<file path="src/rtl/router_pair_scheduler_if.sv">
// rtl/router_pair_scheduler_if.sv - scheduler <-> input/weight router handshake bundle
interface router_pair_scheduler_if #(
    parameter int ADDR_WIDTH = 8
);
    logic                  o_ir_en;
    logic                  o_wr_en;
    logic                  o_ir_reg_clear;
    logic                  o_wr_reg_clear;
    logic [ADDR_WIDTH-1:0] o_ir_start_addr;
    logic [ADDR_WIDTH-1:0] o_ir_addr_end;
    logic [ADDR_WIDTH-1:0] o_wr_start_addr;
    logic [ADDR_WIDTH-1:0] o_wr_addr_end;
    logic                  i_ir_ready;
    logic                  i_wr_ready;
    logic                  i_ir_context_done;
    logic                  i_wr_context_done;
    logic                  o_ir_pop_en;
    logic                  o_wr_pop_en;

    modport master (
        output o_ir_en, o_wr_en, o_ir_reg_clear, o_wr_reg_clear,
        output o_ir_start_addr, o_ir_addr_end, o_wr_start_addr, o_wr_addr_end,
        output o_ir_pop_en, o_wr_pop_en,
        input  i_ir_ready, i_wr_ready, i_ir_context_done, i_wr_context_done
    );

    modport slave (
        input  o_ir_en, o_wr_en, o_ir_reg_clear, o_wr_reg_clear,
        input  o_ir_start_addr, o_ir_addr_end, o_wr_start_addr, o_wr_addr_end,
        input  o_ir_pop_en, o_wr_pop_en,
        output i_ir_ready, i_wr_ready, i_ir_context_done, i_wr_context_done
    );
endinterface

</file>
<file path="src/rtl/router_pair_scheduler.sv">
// rtl/router_pair_scheduler.sv - sequences an input/weight router pair through a layer of contexts
module router_pair_scheduler #(
    parameter int ADDR_WIDTH = 8,
    parameter int CTX_WIDTH  = 8
) (
    input  logic                  i_clk,
    input  logic                  i_nrst,
    input  logic                  i_start,
    input  logic                  i_abort,
    input  logic [CTX_WIDTH-1:0]  i_ctx_count,
    input  logic [ADDR_WIDTH-1:0] i_ir_base_addr,
    input  logic [ADDR_WIDTH-1:0] i_ir_ctx_stride,
    input  logic [ADDR_WIDTH-1:0] i_ir_ctx_len,
    input  logic [ADDR_WIDTH-1:0] i_wr_base_addr,
    input  logic [ADDR_WIDTH-1:0] i_wr_ctx_stride,
    input  logic [ADDR_WIDTH-1:0] i_wr_ctx_len,
    input  logic                  i_sa_stall,
    router_pair_scheduler_if.master rif,
    output logic [CTX_WIDTH-1:0]  o_ctx_idx,
    output logic                  o_busy,
    output logic                  o_done,
    output logic                  o_sync_err
);
    typedef enum logic [2:0] {
        S_IDLE, S_CLEAR, S_LOAD, S_WAIT_RDY, S_STREAM, S_NEXT, S_DONE
    } state_t;

    state_t                state_q;
    logic [CTX_WIDTH-1:0]  ctx_cnt_q, ctx_idx_q;
    logic [ADDR_WIDTH-1:0] ir_stride_q, ir_len_q, ir_start_q, ir_end_q;
    logic [ADDR_WIDTH-1:0] wr_stride_q, wr_len_q, wr_start_q, wr_end_q;
    logic                  ir_fin_q, wr_fin_q;
    logic                  clear_q, en_q, done_q, sync_err_q;

    logic                  ir_fin_d, wr_fin_d, in_stream;
    logic [CTX_WIDTH-1:0]  ctx_idx_d;

    // A router counts as finished in the very cycle its done arrives, so its pops drop immediately.
    assign ir_fin_d  = ir_fin_q | rif.i_ir_context_done;
    assign wr_fin_d  = wr_fin_q | rif.i_wr_context_done;
    assign in_stream = (state_q == S_STREAM);
    assign ctx_idx_d = ctx_idx_q + 1'b1;

    always_ff @(posedge i_clk or negedge i_nrst) begin
        if (!i_nrst) begin
            state_q     <= S_IDLE;
            ctx_cnt_q   <= '0;
            ctx_idx_q   <= '0;
            ir_stride_q <= '0;
            ir_len_q    <= '0;
            ir_start_q  <= '0;
            ir_end_q    <= '0;
            wr_stride_q <= '0;
            wr_len_q    <= '0;
            wr_start_q  <= '0;
            wr_end_q    <= '0;
            ir_fin_q    <= 1'b0;
            wr_fin_q    <= 1'b0;
            clear_q     <= 1'b0;
            en_q        <= 1'b0;
            done_q      <= 1'b0;
            sync_err_q  <= 1'b0;
        end else begin
            clear_q <= 1'b0;
            en_q    <= 1'b0;
            done_q  <= 1'b0;
            if (i_abort) begin
                state_q <= S_IDLE;
            end else begin
                case (state_q)
                    S_IDLE: if (i_start) begin
                        ctx_cnt_q   <= i_ctx_count;
                        ir_stride_q <= i_ir_ctx_stride;
                        ir_len_q    <= i_ir_ctx_len;
                        wr_stride_q <= i_wr_ctx_stride;
                        wr_len_q    <= i_wr_ctx_len;
                        ir_start_q  <= i_ir_base_addr;
                        wr_start_q  <= i_wr_base_addr;
                        ctx_idx_q   <= '0;
                        sync_err_q  <= 1'b0;
                        if (i_ctx_count == '0) begin
                            state_q <= S_DONE;
                        end else begin
                            state_q <= S_CLEAR;
                            clear_q <= 1'b1;
                        end
                    end
                    S_CLEAR: begin
                        ir_fin_q <= 1'b0;
                        wr_fin_q <= 1'b0;
                        ir_end_q <= ir_start_q + ir_len_q - ADDR_WIDTH'(1);
                        wr_end_q <= wr_start_q + wr_len_q - ADDR_WIDTH'(1);
                        en_q     <= 1'b1;
                        state_q  <= S_LOAD;
                    end
                    S_LOAD: state_q <= S_WAIT_RDY;
                    S_WAIT_RDY: if (rif.i_ir_ready && rif.i_wr_ready) state_q <= S_STREAM;
                    S_STREAM: begin
                        ir_fin_q <= ir_fin_d;
                        wr_fin_q <= wr_fin_d;
                        if (ir_fin_d != wr_fin_d) sync_err_q <= 1'b1;
                        if (ir_fin_d && wr_fin_d) state_q <= S_NEXT;
                    end
                    S_NEXT: begin
                        ir_start_q <= ir_start_q + ir_stride_q;
                        wr_start_q <= wr_start_q + wr_stride_q;
                        if (ctx_idx_d == ctx_cnt_q) begin
                            state_q <= S_DONE;
                        end else begin
                            ctx_idx_q <= ctx_idx_d;
                            clear_q   <= 1'b1;
                            state_q   <= S_CLEAR;
                        end
                    end
                    S_DONE: begin
                        done_q  <= 1'b1;
                        state_q <= S_IDLE;
                    end
                    default: state_q <= S_IDLE;
                endcase
            end
        end
    end

    assign rif.o_ir_reg_clear  = clear_q;
    assign rif.o_wr_reg_clear  = clear_q;
    assign rif.o_ir_en         = en_q;
    assign rif.o_wr_en         = en_q;
    assign rif.o_ir_start_addr = ir_start_q;
    assign rif.o_ir_addr_end   = ir_end_q;
    assign rif.o_wr_start_addr = wr_start_q;
    assign rif.o_wr_addr_end   = wr_end_q;
    assign rif.o_ir_pop_en     = in_stream && !i_sa_stall && !ir_fin_d;
    assign rif.o_wr_pop_en     = in_stream && !i_sa_stall && !wr_fin_d;
    assign o_ctx_idx           = ctx_idx_q;
    assign o_busy              = (state_q != S_IDLE);
    assign o_done              = done_q;
    assign o_sync_err          = sync_err_q;
endmodule
</file>
<file path="src/flat_wrapper.sv">
// flat-port wrapper written by rule: the top's interface ports become plain ports
module router_pair_scheduler_flat 
#(
    parameter int ADDR_WIDTH = 8,
    parameter int CTX_WIDTH  = 8
)
  (i_clk, i_nrst, i_start, i_abort, i_ctx_count, i_ir_base_addr, i_ir_ctx_stride, i_ir_ctx_len, i_wr_base_addr, i_wr_ctx_stride, i_wr_ctx_len, i_sa_stall, o_ctx_idx, o_busy, o_done, o_sync_err, rif_o_ir_en, rif_o_wr_en, rif_o_ir_reg_clear, rif_o_wr_reg_clear, rif_o_ir_start_addr, rif_o_ir_addr_end, rif_o_wr_start_addr, rif_o_wr_addr_end, rif_o_ir_pop_en, rif_o_wr_pop_en, rif_i_ir_ready, rif_i_wr_ready, rif_i_ir_context_done, rif_i_wr_context_done);
  router_pair_scheduler_if #(.ADDR_WIDTH(ADDR_WIDTH)) rif_i ();
  input  logic i_clk;
  input  logic i_nrst;
  input  logic i_start;
  input  logic i_abort;
  input  logic [CTX_WIDTH-1:0] i_ctx_count;
  input  logic [ADDR_WIDTH-1:0] i_ir_base_addr;
  input  logic [ADDR_WIDTH-1:0] i_ir_ctx_stride;
  input  logic [ADDR_WIDTH-1:0] i_ir_ctx_len;
  input  logic [ADDR_WIDTH-1:0] i_wr_base_addr;
  input  logic [ADDR_WIDTH-1:0] i_wr_ctx_stride;
  input  logic [ADDR_WIDTH-1:0] i_wr_ctx_len;
  input  logic i_sa_stall;
  output logic [CTX_WIDTH-1:0] o_ctx_idx;
  output logic o_busy;
  output logic o_done;
  output logic o_sync_err;
  output wire logic [$bits(rif_i.o_ir_en)-1:0] rif_o_ir_en;
  output wire logic [$bits(rif_i.o_wr_en)-1:0] rif_o_wr_en;
  output wire logic [$bits(rif_i.o_ir_reg_clear)-1:0] rif_o_ir_reg_clear;
  output wire logic [$bits(rif_i.o_wr_reg_clear)-1:0] rif_o_wr_reg_clear;
  output wire logic [$bits(rif_i.o_ir_start_addr)-1:0] rif_o_ir_start_addr;
  output wire logic [$bits(rif_i.o_ir_addr_end)-1:0] rif_o_ir_addr_end;
  output wire logic [$bits(rif_i.o_wr_start_addr)-1:0] rif_o_wr_start_addr;
  output wire logic [$bits(rif_i.o_wr_addr_end)-1:0] rif_o_wr_addr_end;
  output wire logic [$bits(rif_i.o_ir_pop_en)-1:0] rif_o_ir_pop_en;
  output wire logic [$bits(rif_i.o_wr_pop_en)-1:0] rif_o_wr_pop_en;
  input wire logic [$bits(rif_i.i_ir_ready)-1:0] rif_i_ir_ready;
  input wire logic [$bits(rif_i.i_wr_ready)-1:0] rif_i_wr_ready;
  input wire logic [$bits(rif_i.i_ir_context_done)-1:0] rif_i_ir_context_done;
  input wire logic [$bits(rif_i.i_wr_context_done)-1:0] rif_i_wr_context_done;
  assign rif_o_ir_en = rif_i.o_ir_en;
  assign rif_o_wr_en = rif_i.o_wr_en;
  assign rif_o_ir_reg_clear = rif_i.o_ir_reg_clear;
  assign rif_o_wr_reg_clear = rif_i.o_wr_reg_clear;
  assign rif_o_ir_start_addr = rif_i.o_ir_start_addr;
  assign rif_o_ir_addr_end = rif_i.o_ir_addr_end;
  assign rif_o_wr_start_addr = rif_i.o_wr_start_addr;
  assign rif_o_wr_addr_end = rif_i.o_wr_addr_end;
  assign rif_o_ir_pop_en = rif_i.o_ir_pop_en;
  assign rif_o_wr_pop_en = rif_i.o_wr_pop_en;
  assign rif_i.i_ir_ready = rif_i_ir_ready;
  assign rif_i.i_wr_ready = rif_i_wr_ready;
  assign rif_i.i_ir_context_done = rif_i_ir_context_done;
  assign rif_i.i_wr_context_done = rif_i_wr_context_done;
  router_pair_scheduler #(.ADDR_WIDTH(ADDR_WIDTH), .CTX_WIDTH(CTX_WIDTH)) u_core (.i_clk(i_clk), .i_nrst(i_nrst), .i_start(i_start), .i_abort(i_abort), .i_ctx_count(i_ctx_count), .i_ir_base_addr(i_ir_base_addr), .i_ir_ctx_stride(i_ir_ctx_stride), .i_ir_ctx_len(i_ir_ctx_len), .i_wr_base_addr(i_wr_base_addr), .i_wr_ctx_stride(i_wr_ctx_stride), .i_wr_ctx_len(i_wr_ctx_len), .i_sa_stall(i_sa_stall), .rif(rif_i), .o_ctx_idx(o_ctx_idx), .o_busy(o_busy), .o_done(o_done), .o_sync_err(o_sync_err));
endmodule
</file>
<file path="config.mk">
export PLATFORM = sky130hd
export DESIGN_NAME = router_pair_scheduler_flat
export DESIGN_NICKNAME = d
export VERILOG_FILES = /design/src/rtl/router_pair_scheduler_if.sv /design/src/rtl/router_pair_scheduler.sv /design/src/flat_wrapper.sv
export SDC_FILE = /design/constraint.sdc
export NUM_CORES = 1
export LEC_CHECK = 0
export ABC_AREA = 1
export CORE_MARGIN = 2
export CORE_UTILIZATION = 56
export DETAILED_ROUTE_END_ITERATION = 8
export PLACE_DENSITY_LB_ADDON = 0.25
export SLEW_MARGIN = 20
export SYNTH_ARGS = -nofsm -noshare
export SYNTH_HDL_FRONTEND = slang
export SYNTH_SLANG_ARGS = --single-unit
export TNS_END_PERCENT = 5
</file>
<file path="constraint.sdc">
create_clock -name i_clk -period 6.56 [get_ports i_clk]
set_clock_uncertainty 0.05 [all_clocks]
set_input_delay 1.968 -clock i_clk [delete_from_list [all_inputs] [get_ports i_clk]]
set_output_delay 1.968 -clock i_clk [all_outputs]
set_load 0.03 [all_outputs]
</file>
======== After elaboration in Yosys (flattened, before gate mapping) ========
Cells that the tools add are included.
storage, ports and cells
  flip-flop bits (word level) ............. 89
  memories ................................ 0
  bits in read-only memories .............. 0
  bits in latches ......................... 0
  RAM bits ................................ 0
  logic and storage cells ................. 90
cells by class
  magnitude comparators ................... 0
  divide/modulo/power cells ............... 0
  add/subtract/negate cells ............... 7
  multiplexer cells ....................... 28
  bitwise gates (word level) .............. 3
  reduce and logical (&&, ||, !) cells .... 21
  equality and inequality tests ........... 14
  shifts and indexed selects .............. 0
  $mul .................................... 0
operators with widths
  operator                                             number
  case mux 8 bit (2 select lines)                      3
  adder 8 bit                                          4
  two-way mux 8 bit                                    4
  two-way mux 3 bit                                    6
  case mux 3 bit (6 select lines)                      1
  subtractor 8 x 1 -> 8 bit, second input constant     2
  two-way mux 1 bit                                    10
  equality test 3 bit, second input constant           3
  AND reduction 3 bit                                  3
  adder 8 x 1 -> 8 bit, second input constant          1
  equality test 8 bit                                  1
  zero test 8 bit                                      1
  case mux 1 bit (2 select lines)                      4
  AND reduction 4 bit                                  2
  equality test 3 x 2 -> 1 bit, second input constant  2
  != test 2 bit, second input constant                 3
  != test 3 bit, second input constant                 2
  nonzero test 2 bit                                   3
  logical AND 1 bit                                    5
  AND reduction 2 bit                                  2
  equality test 3 x 1 -> 1 bit, second input constant  1
  zero test 1 bit                                      3
  zero test 3 bit                                      1
  != test 3 x 2 -> 1 bit, second input constant        1
  other kinds (4)                                      5

======== Longest topological paths before layout ========
  depth in word-level cells ............... 5
  depth in mapped cells ................... 16
  gate-level depth less buffers ........... 16

======== Least setup slack after synthesis ========
OpenSTA, ideal clock, no wires.
  path kind ............................... input-to-output
  start ................................... input port rif_i_ir_context_done
  end ..................................... output port rif_o_ir_pop_en
  stages on the path ...................... 3
  path slack .............................. 1706 ps
  data arrival time ....................... 2836 ps
  path through ............................ nor2_1 -> inv_1 -> nor3_1
between the ends
  longest elaborated chain between the ends .. 3
ends and longest elaborated chain
  item               line                          RTL
  from (decl)        flat_wrapper.sv:37            input wire logic [$bits(rif_i.i_ir_context_done)-1:0] rif_i_ir_context_done;
  OR 1 bit           router_pair_scheduler.sv:39   assign ir_fin_d = ir_fin_q | rif.i_ir_context_done;
  zero test 1 bit    router_pair_scheduler.sv:133  assign rif.o_ir_pop_en = in_stream && !i_sa_stall && !ir_fin_d;
  logical AND 1 bit  router_pair_scheduler.sv:133
  to (decl)          flat_wrapper.sv:33            output wire logic [$bits(rif_i.o_ir_pop_en)-1:0] rif_o_ir_pop_en;
Every way passes these cells.

======== Worst setup path in the final report ========
Ends and elaborated chain as after synthesis.

==> metrics.yaml <==
timing:
  rsz0062_at_grt: "no"
  setup_tns_ns: 0
  slew-limit-headroom: 0.488
  clock.fmax_mhz: 182
  setup_viol: 0
  period_minus_slack_ns: 5.51
  finalHoldViolations: 0
  period_share: 0.840
  fin_ws_ns: 1.05
  tightest_slew_ns: 0.768
  slew_viol_final: 0
pwr:
  clockPowerShare: 0.117
  p_int_w: 0.00186
  power.density_mw_per_mm2: 514
  ir_worst_vdd_uv: 274
  pwr-share-comb: 0.618
  power_frac_seq: 0.264
  switching_share: 0.465
  leakage_nw: 3.42
  p_sw_w: 0.00162
cts:
  cts.sinks: 89
  holdBufCountCts: 0
  cts_max_path_buffers: 2
  cts_made_buffers: 9
  clkLatencyLatePin_ns: 0.36
  cts_setup_buffers: 0
  cts_tree: "built"
  ctsResizeCount: 0
  cts.clk_slew.worst_paths_ns: 0.08
  htree_levels: 3
  cts-root-buf: "clkbuf_8"
layout:
  area_delta_synth_final_pct: 26.6
  drive_gt1_frac: 0.0433
  n_antenna_cell: 0
  nets: 917
synthesis:
  synth_compound_area_frac: 0.107
  syn_inst: 697
  yosys_warnings: 0
  synthFlopType: "dfrtp_1"
  synth.distinct_cells: 37
  syn_avg_cell_area_um2: 7.69
  syn_area_mm2: 0.00536
  synth_fa_ha_area_frac: 0.113
  synthesis.nets: 808
  ys_seq_area_frac: 0.415
  async_flop_share: 1.00
  synth_mux_area_frac: 0
  synth_top_family_by_area: "simple AND/OR/NAND/NOR gates"
  ys_ff_latch: 89
  synth-simple-area-share: 0.235
  synth_xor_xnor_area_share: 0.0278
  synth_edf_count: 0
routing:
  drt-wirelength-per-cell_um: 13.9
  totalWireLength_um: 13000
  drtIter0Drc: 189
  detail_route.vias_per_cell: 5.23
  ant_nets: 0
  vias: 4904
  first_pass_iters: 5
  drc: 0
setup_path:
  setup.worst_path.start_class: "input pin"
  cp_max_fo: 2
  cp.required_ns: 4.54
  r2r-end: "u_core.rif.o_ir_addr_end[7]"
  r2r_start: "u_core.rif.o_ir_start_addr[1]"
  r2r_cells: 16
  crit_type: "input pin to primary output"
  endpoint_kind: "primary output"
  arrival_ns: 3.49
  reg2reg_slack_ns: 3.90
die:
  dieArea_mm2: 0.0104
  dieWidth_um: 102
  ios: 114
  die_h_um: 102
  core_region_area_mm2: 0.00928
  rows: 35
  start_util: 0.578
placed_design:
  io_buffers: 113
  hpwl_um: 9720
  pre_cts_slack_ns: 1.04
  gp_congestion: 0.904
run:
  drv_cap: 0
global_routing:
  grt-ovfl-total: 0
  grtUsageTotal: 0.269
  antenna_found_initial: 0
  grt_first_pass_wirelength_um: 21900
  grt_pass1_vias: 4816
  grt_max_degree: 53
min_path:
  holdCritStartpoint: "u_core.ir_stride_q[2]"
  min_path_type: "flop to flop"
  worstHoldEndpoint: "u_core.ir_stride_q[2]"
  hold_depth: 2
outcome:
  outcome: "complete, no violations"
## cell usage after synthesis (8+ instances only)
| cell | number | share of area |
|---|---|---|
| dfrtp_1 | 89 | 0.42 |
| inv_1 | 113 | 0.079 |
| buf_2 | 8 | 0.0075 |
| o22ai_1 | 10 | 0.012 |
| nand2_1 | 200 | 0.14 |
| ha_1 | 42 | 0.098 |
| o21ai_0 | 40 | 0.037 |
| nor2_1 | 41 | 0.029 |
| xnor2_1 | 8 | 0.013 |
| a21oi_1 | 26 | 0.024 |
| xor2_1 | 9 | 0.015 |
| o21ai_1 | 11 | 0.010 |
| nand3_1 | 34 | 0.032 |
## critical path, cell delays in order
cell and delay, ns:
clkdlybuf4s50_1 0.40, nor2_1 0.17, inv_1 0.09, nor3_1 0.17, clkdlybuf4s50_1 0.70
## stage by stage
stage	hold WS, ns	util	instances	area [um2]	power [W]
2_1_floorplan	0.396	-	697	5360	0.00247
3_3_place_gp	0.405	0.709	924	6590	0.00296
3_5_place_dp	0.413	0.709	924	6590	0.00307
4_1_cts	0.433	0.731	937	6790	0.00350
5_1_grt	0.448	0.731	937	6790	0.00384
6_report	0.428	0.731	937	6790	0.00349
## sequential cells by signal, indices dropped and copies added, names as in the netlist, 8 cells and up
register	cells
u_core.ir_len_q	8
u_core.o_ctx_idx	8
u_core.wr_stride_q	8
u_core.wr_len_q	8
u_core.rif.o_ir_addr_end	8
u_core.rif.o_wr_start_addr	8
u_core.rif.o_wr_addr_end	8
u_core.ctx_cnt_q	8
u_core.rif.o_ir_start_addr	8
u_core.ir_stride_q	8
## metal layers
| metal | global-route usage | part of all wire | wire [um] |
|---|---|---|---|
| met5 | 0 | 0 | 0 |
| met3 | 0.0363 | 0.050 | 645 |
| met4 | 0.0964 | 0.017 | 224 |
| met2 | 0.467 | 0.50 | 6530 |
| met1 | 0.347 | 0.43 | 5630 |
## cell usage in the layout, fill, tap and decap left out, types with 2 or more instances in the layout
cell	netlist	routed
a21o_1	2	2
a21oi_1	26	25
a31oi_1	6	6
and2_1	2	2
and3_1	3	3
buf_4	2	6
bufinv_16	0	2
clkbuf_8	0	10
clkdlybuf4s50_1	0	112
dfrtp_1	89	89
fa_1	4	4
ha_1	42	42
inv_1	113	113
inv_2	2	2
nand2_1	200	200
nand2_2	3	3
nand3_1	34	34
nand4_1	4	4
nor2_1	41	41
nor2_2	3	3
nor3_1	7	7
o211ai_1	5	5
o21ai_0	40	40
o21ai_1	11	11
o21bai_1	2	2
o22ai_1	10	10
or2_2	4	4
xnor2_1	8	8
xor2_1	9	9
## logic make-up (layout without fill, tap and decap cells)
| logic type | Yosys count | in the layout |
|---|---|---|
| simple gates | 305 | 305 |
| buf+inv | 136 | 247 |
| compound gates | 104 | 104 |
| flops | 89 | 89 |
| fa+ha+maj | 46 | 46 |
| xor+xnor | 17 | 17 |
## worst max path at each step
| stage | startpoint | endpoint | slack (ns) | cells past startpoint |
|---|---|---|---|---|
| 4_1_cts | rif_i_ir_context_done | rif_o_ir_pop_en | 1.03 | 5 |
| 6_report | rif_i_ir_context_done | rif_o_ir_pop_en | 1.05 | 5 |
| 3_3_place_gp | rif_i_wr_context_done | rif_o_wr_pop_en | 1.14 | 5 |
| 3_5_place_dp | rif_i_ir_context_done | rif_o_ir_pop_en | 1.04 | 5 |
| 2_1_floorplan | rif_i_ir_context_done | rif_o_ir_pop_en | 1.71 | 3 |
| 5_1_grt | rif_i_ir_context_done | rif_o_ir_pop_en | 0.92 | 5 |
## power by group through the flow
stage	clock [W]	combinational [W]	sequential, W
after floorplan	0	0.00137	0.00109
after global placement	0	0.00203	0.000923
after detailed placement	0	0.00214	0.000932
after CTS	0.000415	0.00216	0.000922
after global routing	0.000432	0.00245	0.000952
final	0.000410	0.00216	0.000922
## final cells by class
type	instances	area, um2
Clock buffer	10	138
Clock inverter	3	67.6
Fill cell	739	2490
Inverter	116	438
Multi-Input combinational cell	472	2590
Sequential cell	89	2230
Tap cell	129	161
Timing Repair Buffer	118	1170
No activity file was read; power rests on OpenSTA's default activity.
